--- src/rtl/imem_loader.sv ---
// Framed byte-stream program loader: assembles little-endian words, writes them
// into instruction memory and holds the core in reset until a good checksum arrives.
module imem_loader #(
  parameter int unsigned WIDTH      = 32,
  parameter int unsigned ADDR_WIDTH = 8
) (
  input  logic             clk,
  input  logic             rst,
  input  logic             start,
  input  logic             byte_valid,
  input  logic [7:0]       byte_data,
  output logic             byte_ready,
  output logic             mem_we,
  output logic [WIDTH-1:0] mem_addr,
  output logic [WIDTH-1:0] mem_wd,
  output logic             cpu_hold,
  output logic             done,
  output logic             err
);

  localparam int unsigned DEPTH = 1 << ADDR_WIDTH;

  typedef enum logic [2:0] {
    LEN0,
    LEN1,
    DATA,
    CHECK,
    DONE,
    ERROR
  } state_t;

  state_t state, state_nxt;

  logic [15:0]         len;
  logic [ADDR_WIDTH:0] word_index;
  logic [1:0]          byte_cnt;
  logic [7:0]          acc;
  logic [31:0]         word_reg;

  logic        fire;
  logic [15:0] len_full;
  logic        len_over;
  logic        len_zero;
  logic        last_word;

  assign fire      = byte_valid && byte_ready;
  assign len_full  = {byte_data, len[7:0]};
  assign len_over  = 32'(len_full) > DEPTH;
  assign len_zero  = (len_full == 16'd0);
  // word_index is one bit wider than the address so N == DEPTH ends without wrapping
  assign last_word = ({1'b0, len} == (17'(word_index) + 17'd1));

  always_ff @(posedge clk or negedge rst) begin
    if (!rst) begin
      state <= LEN0;
    end else begin
      state <= state_nxt;
    end
  end

  always_comb begin
    state_nxt = state;
    unique case (state)
      LEN0: begin
        if (fire) state_nxt = LEN1;
      end
      LEN1: begin
        if (fire) begin
          if (len_over)      state_nxt = ERROR;
          else if (len_zero) state_nxt = CHECK;
          else               state_nxt = DATA;
        end
      end
      DATA: begin
        if (fire && byte_cnt == 2'd3 && last_word) state_nxt = CHECK;
      end
      CHECK: begin
        if (fire) state_nxt = (byte_data == acc) ? DONE : ERROR;
      end
      DONE, ERROR: begin
        if (start) state_nxt = LEN0;
      end
      default: state_nxt = LEN0;
    endcase
  end

  always_comb begin
    byte_ready = 1'b0;
    cpu_hold   = 1'b1;
    done       = 1'b0;
    err        = 1'b0;
    unique case (state)
      LEN0, LEN1, DATA, CHECK: byte_ready = 1'b1;
      DONE: begin
        cpu_hold = 1'b0;
        done     = 1'b1;
      end
      ERROR:   err = 1'b1;
      default: byte_ready = 1'b0;
    endcase
  end

  // Datapath: length capture, word assembly, checksum and the registered write port.
  always_ff @(posedge clk or negedge rst) begin
    if (!rst) begin
      len        <= '0;
      word_index <= '0;
      byte_cnt   <= '0;
      acc        <= '0;
      word_reg   <= '0;
      mem_we     <= 1'b0;
      mem_addr   <= '0;
      mem_wd     <= '0;
    end else begin
      mem_we <= 1'b0;
      if (fire) begin
        unique case (state)
          LEN0: len[7:0] <= byte_data;
          LEN1: begin
            // Counters are cleared for every length, so an empty frame checks against 0
            len[15:8]  <= byte_data;
            word_index <= '0;
            byte_cnt   <= '0;
            acc        <= '0;
          end
          DATA: begin
            acc                     <= acc ^ byte_data;
            byte_cnt                <= byte_cnt + 2'd1;
            word_reg[8*byte_cnt +: 8] <= byte_data;
            if (byte_cnt == 2'd3) begin
              mem_we     <= 1'b1;
              mem_addr   <= WIDTH'({word_index[ADDR_WIDTH-1:0], 2'b00});
              mem_wd     <= WIDTH'({byte_data, word_reg[23:0]});
              word_index <= word_index + 1'b1;
            end
          end
          default: ;
        endcase
      end
    end
  end

endmodule

--- config.mk ---
export PLATFORM = sky130hd
export DESIGN_NAME = imem_loader
export DESIGN_NICKNAME = d
export VERILOG_FILES = /design/src/rtl/imem_loader.sv
export SDC_FILE = /design/constraint.sdc
export NUM_CORES = 1
export LEC_CHECK = 0
export ABC_AREA = 1
export CORE_AREA = 3 3 172 107
export DETAILED_ROUTE_END_ITERATION = 6
export DIE_AREA = 0 0 175 110
export PLACE_DENSITY = 0.57
export SYNTH_ARGS = -nofsm -noshare
export SYNTH_HDL_FRONTEND = slang
export SYNTH_SLANG_ARGS = --single-unit
--- constraint.sdc ---
create_clock -name clk -period 4 [get_ports clk]
set_clock_uncertainty 0.2 [all_clocks]
set_input_delay 0.8 -clock clk [delete_from_list [all_inputs] [get_ports clk]]
set_output_delay 0.8 -clock clk [all_outputs]
set_load 0.02 [all_outputs]
==> impl_metrics.sql <==
INSERT INTO impl_metrics (metric_group, metric, value, unit) VALUES
('critical_path', 'crit_family', 'buffers and inverters', ''),
('clock_tree', 'clock-root-buffer', 'sky130_fd_sc_hd__clkbuf_16', ''),
('floorplanning', 'fp.coreArea', '16900', 'um^2'),
('synthesis', 'synth_area_leader_cell', 'sky130_fd_sc_hd__dfrtp_1', ''),
('synthesis', 'synth_top_cells_by_count', 'sky130_fd_sc_hd__nand2_1 (133), sky130_fd_sc_hd__dfrtp_1 (103), sky130_fd_sc_hd__inv_1 (80)', ''),
('hold_path', 'number_of_cells_on_the_worst_hold_path', '2', ''),
('floorplanning', 'initial_core_util', '30.0', '%'),
('route', 'routed_wirelength', '12700', 'um'),
('floorplanning', 'core.rowCount', '37', ''),
('clock_tree', 'resized_cells_post_cts', '0', ''),
('critical_path', 'setup.worst_path.start', 'state[0]', ''),
('hold_path', 'holdCritStartpoint', 'mem_wd[27]', ''),
('power_and_ir_drop', 'power.density_cell_area', '645', 'nW/um^2'),
('critical_path', 'worst_r2r_startpoint', 'byte_cnt[0]', ''),
('critical_path', 'worst_path_depth', '5', ''),
('clock_tree', 'post_cts.repair.setup_buffers', '0', ''),
('finish', 'area_of_the_multi_input_gates', '1950', 'um^2'),
('finish', 'flow.area_growth_from_synthesis', '19.3', '%'),
('clock_tree', 'htree_levels', '3', ''),
('hold_path', 'hold_class', 'flop to flop', ''),
('route', 'dr.first_iter.drc_count', '353', ''),
('clock_tree', 'cts_buffers', '9', ''),
('job', 'cap_violations', '0', ''),
('critical_path', 'critical_path.startpoint_type', 'flop', ''),
('critical_path', 'critical_path.max_fanout', '4', ''),
('route', 'ant_nets', '0', ''),
('timing', 'worst_slew_margin_rel', '32.6', '%'),
('global_route', 'antenna_found_initial', '0', ''),
('critical_path', 'timing.critical_path.to_type', 'primary output', ''),
('finish', 'filler_cell_count', '1804', ''),
('critical_path', 'critPathRequiredTime', '3.00', 'ns'),
('synthesis', 'synthesis.area', '5080', 'um^2'),
('clock_tree', 'clock_tree_from_tritoncts', 'yes', ''),
('route', 'routed_wire_length_per_instance', '14.3', 'um'),
('synthesis', 'synth_top_cell_area_share', '50.8', '%'),
('critical_path', 'cp_cell_sequence', 'inv_2, nor2_1, inv_1, nor2_1, clkdlybuf4s50_1', ''),
('clock_tree', 'cts-hold-fix-buffers', '0', ''),
('synthesis', 'postSynthCellCount', '595', ''),
('clock_tree', 'clk_transition_reported_paths', '0.08', 'ns'),
('route', 'first_pass_iters', '6', ''),
('floorplanning', 'pin_count', '81', ''),
('synthesis', 'yosys.cell_count.top_type', 'sky130_fd_sc_hd__nand2_1', ''),
('global_route', 'largest_net_degree_at_the_start_of_global_routing', '63', ''),
('finish', 'layout.area.seq', '2580', 'um^2'),
('timing', 'min_period', '2.77', 'ns'),
('synthesis', 'number_of_synthesized_register_bits', '103', ''),
('global_route', 'grt_pass1_wl', '20800', 'um'),
('critical_path', 'arrival', '1.77', 'ns'),
('route', 'post_dr_vias_cell', '4.41', ''),
('global_route', 'first_global_vias', '3680', ''),
('clock_tree', 'worstSkewPairLatency', '0.35', 'ns'),
('floorplanning', 'die_area', '19300', 'um^2'),
('synthesis', 'synthesized_area_per_cell', '8.53', 'um^2'),
('critical_path', 'worst_path_max_delay_cell', 'sky130_fd_sc_hd__clkdlybuf4s50_1', ''),
('finish', 'drive_gt1_share', '6.29', '%'),
('synthesis', 'synth-seq-area-share', '50.8', '%'),
('global_route', 'gr-total-overflow', '0', ''),
('finish', 'largest_register_ff_count', '32', ''),
('placed_design', 'place_hpwl', '9380', 'um'),
('floorplanning', 'width_of_the_chip', '175', 'um'),
('route', 'drc', '0', ''),
('status', 'status', 'finished, final reports clean', ''),
('timing', 'hold-worst-slack', '0.285', 'ns'),
('synthesis', 'synth.yosys.warnings', '0', ''),
('synthesis', 'synth_enable_flop_cells', '0', ''),
('clock_tree', 'max-clock-path-buffers', '2', ''),
('route', 'route.vias.total', '3908', ''),
('synthesis', 'netlist_top_cells_area', 'sky130_fd_sc_hd__dfrtp_1 (51%), sky130_fd_sc_hd__nand2_1 (9.8%), sky130_fd_sc_hd__inv_1 (5.9%)', ''),
('power_and_ir_drop', 'power.static_leakage', '2.80', 'nW'),
('timing', 'worst_slew_pin_slew', '1.01', 'ns'),
('critical_path', 'cp_num_buf_inv', '3', '');
==> layer usage <==
| layer | vias to the layer above | routed length (um) | track usage, % |
|---|---|---|---|
| met1 | 1811 | 7380 | 23.2 |
| met4 | 0 | 63 | 2.73 |
| met2 | 127 | 4370 | 16.9 |
| li1 | 1964 | - | - |
| met3 | 6 | 896 | 3.56 |
| met5 | - | 0 | 0 |
==> report_power, final <==
group	switching [mW]	internal, mW
Clock	0.425	0.449
Combinational	0.899	0.580
Sequential	0.194	1.36
Total	1.52	2.39
==> kinds of logic after synthesis <==
| kind of cell | count (synthesis) | share of synthesized area [%] |
|---|---|---|
| buffers and inverters | 129 | 12.6 |
| adder cells (fa/ha/maj) | 6 | 1.48 |
| AND/OR/NAND/NOR | 241 | 22.4 |
| other | 1 | 0.0739 |
| XOR/XNOR | 10 | 1.72 |
| AO/OA/AOI/OAI | 105 | 10.9 |
| flip-flops | 103 | 50.8 |
==> layout make-up <==
| type | count | share of cell area [%] |
|---|---|---|
| Tap cell | 234 | 4.83 |
| Inverter | 85 | 5.35 |
| Clock inverter | 6 | 0.847 |
| Clock buffer | 10 | 3.94 |
| Sequential cell | 103 | 42.5 |
| Timing Repair Buffer | 62 | 10.4 |
| Multi-Input combinational cell | 386 | 32.1 |
==> worst paths after layout <==
path	slack (ns)	endpoint
max	1.23	err
min	0.29	mem_wd[27]
max reg2reg	1.36	word_reg[6]
min reg2reg	0.29	mem_wd[27]
max in group asynchronous	2.55	state[1]
min in group asynchronous	0.34	mem_wd[8]
==> stage by stage <==
step	util [%]	cells	power [mW]
after floorplan	-	618	2.44
after global placement	34.0	870	3.03
after detailed placement	34.0	870	3.05
after CTS	35.8	886	3.93
after global routing	35.8	886	4.16
final	35.8	886	3.91
==> cells in the final DEF (no fill, tap or decap), types with 3 or more instances in the layout <==
master	instances
sky130_fd_sc_hd__nand2_1	133
sky130_fd_sc_hd__dfrtp_1	103
sky130_fd_sc_hd__inv_1	80
sky130_fd_sc_hd__clkdlybuf4s50_1	55
sky130_fd_sc_hd__o21ai_0	52
sky130_fd_sc_hd__o21ai_1	41
sky130_fd_sc_hd__nor2_1	36
sky130_fd_sc_hd__nand3_1	33
sky130_fd_sc_hd__conb_1	24
sky130_fd_sc_hd__nand4_1	22
sky130_fd_sc_hd__clkbuf_16	9
sky130_fd_sc_hd__xor2_1	6
sky130_fd_sc_hd__o22ai_1	6
sky130_fd_sc_hd__ha_1	6
sky130_fd_sc_hd__nor2_8	5
sky130_fd_sc_hd__buf_4	5
sky130_fd_sc_hd__xnor2_1	4
sky130_fd_sc_hd__inv_2	3
sky130_fd_sc_hd__inv_6	3
==> worst min-delay path, stage by stage, from the launching register on <==
cell	delay (ns)
sky130_fd_sc_hd__dfrtp_1	0.35
sky130_fd_sc_hd__nand2_1	0.05
sky130_fd_sc_hd__o21ai_0	0.06
No activity file was read; power rests on OpenSTA's default activity.
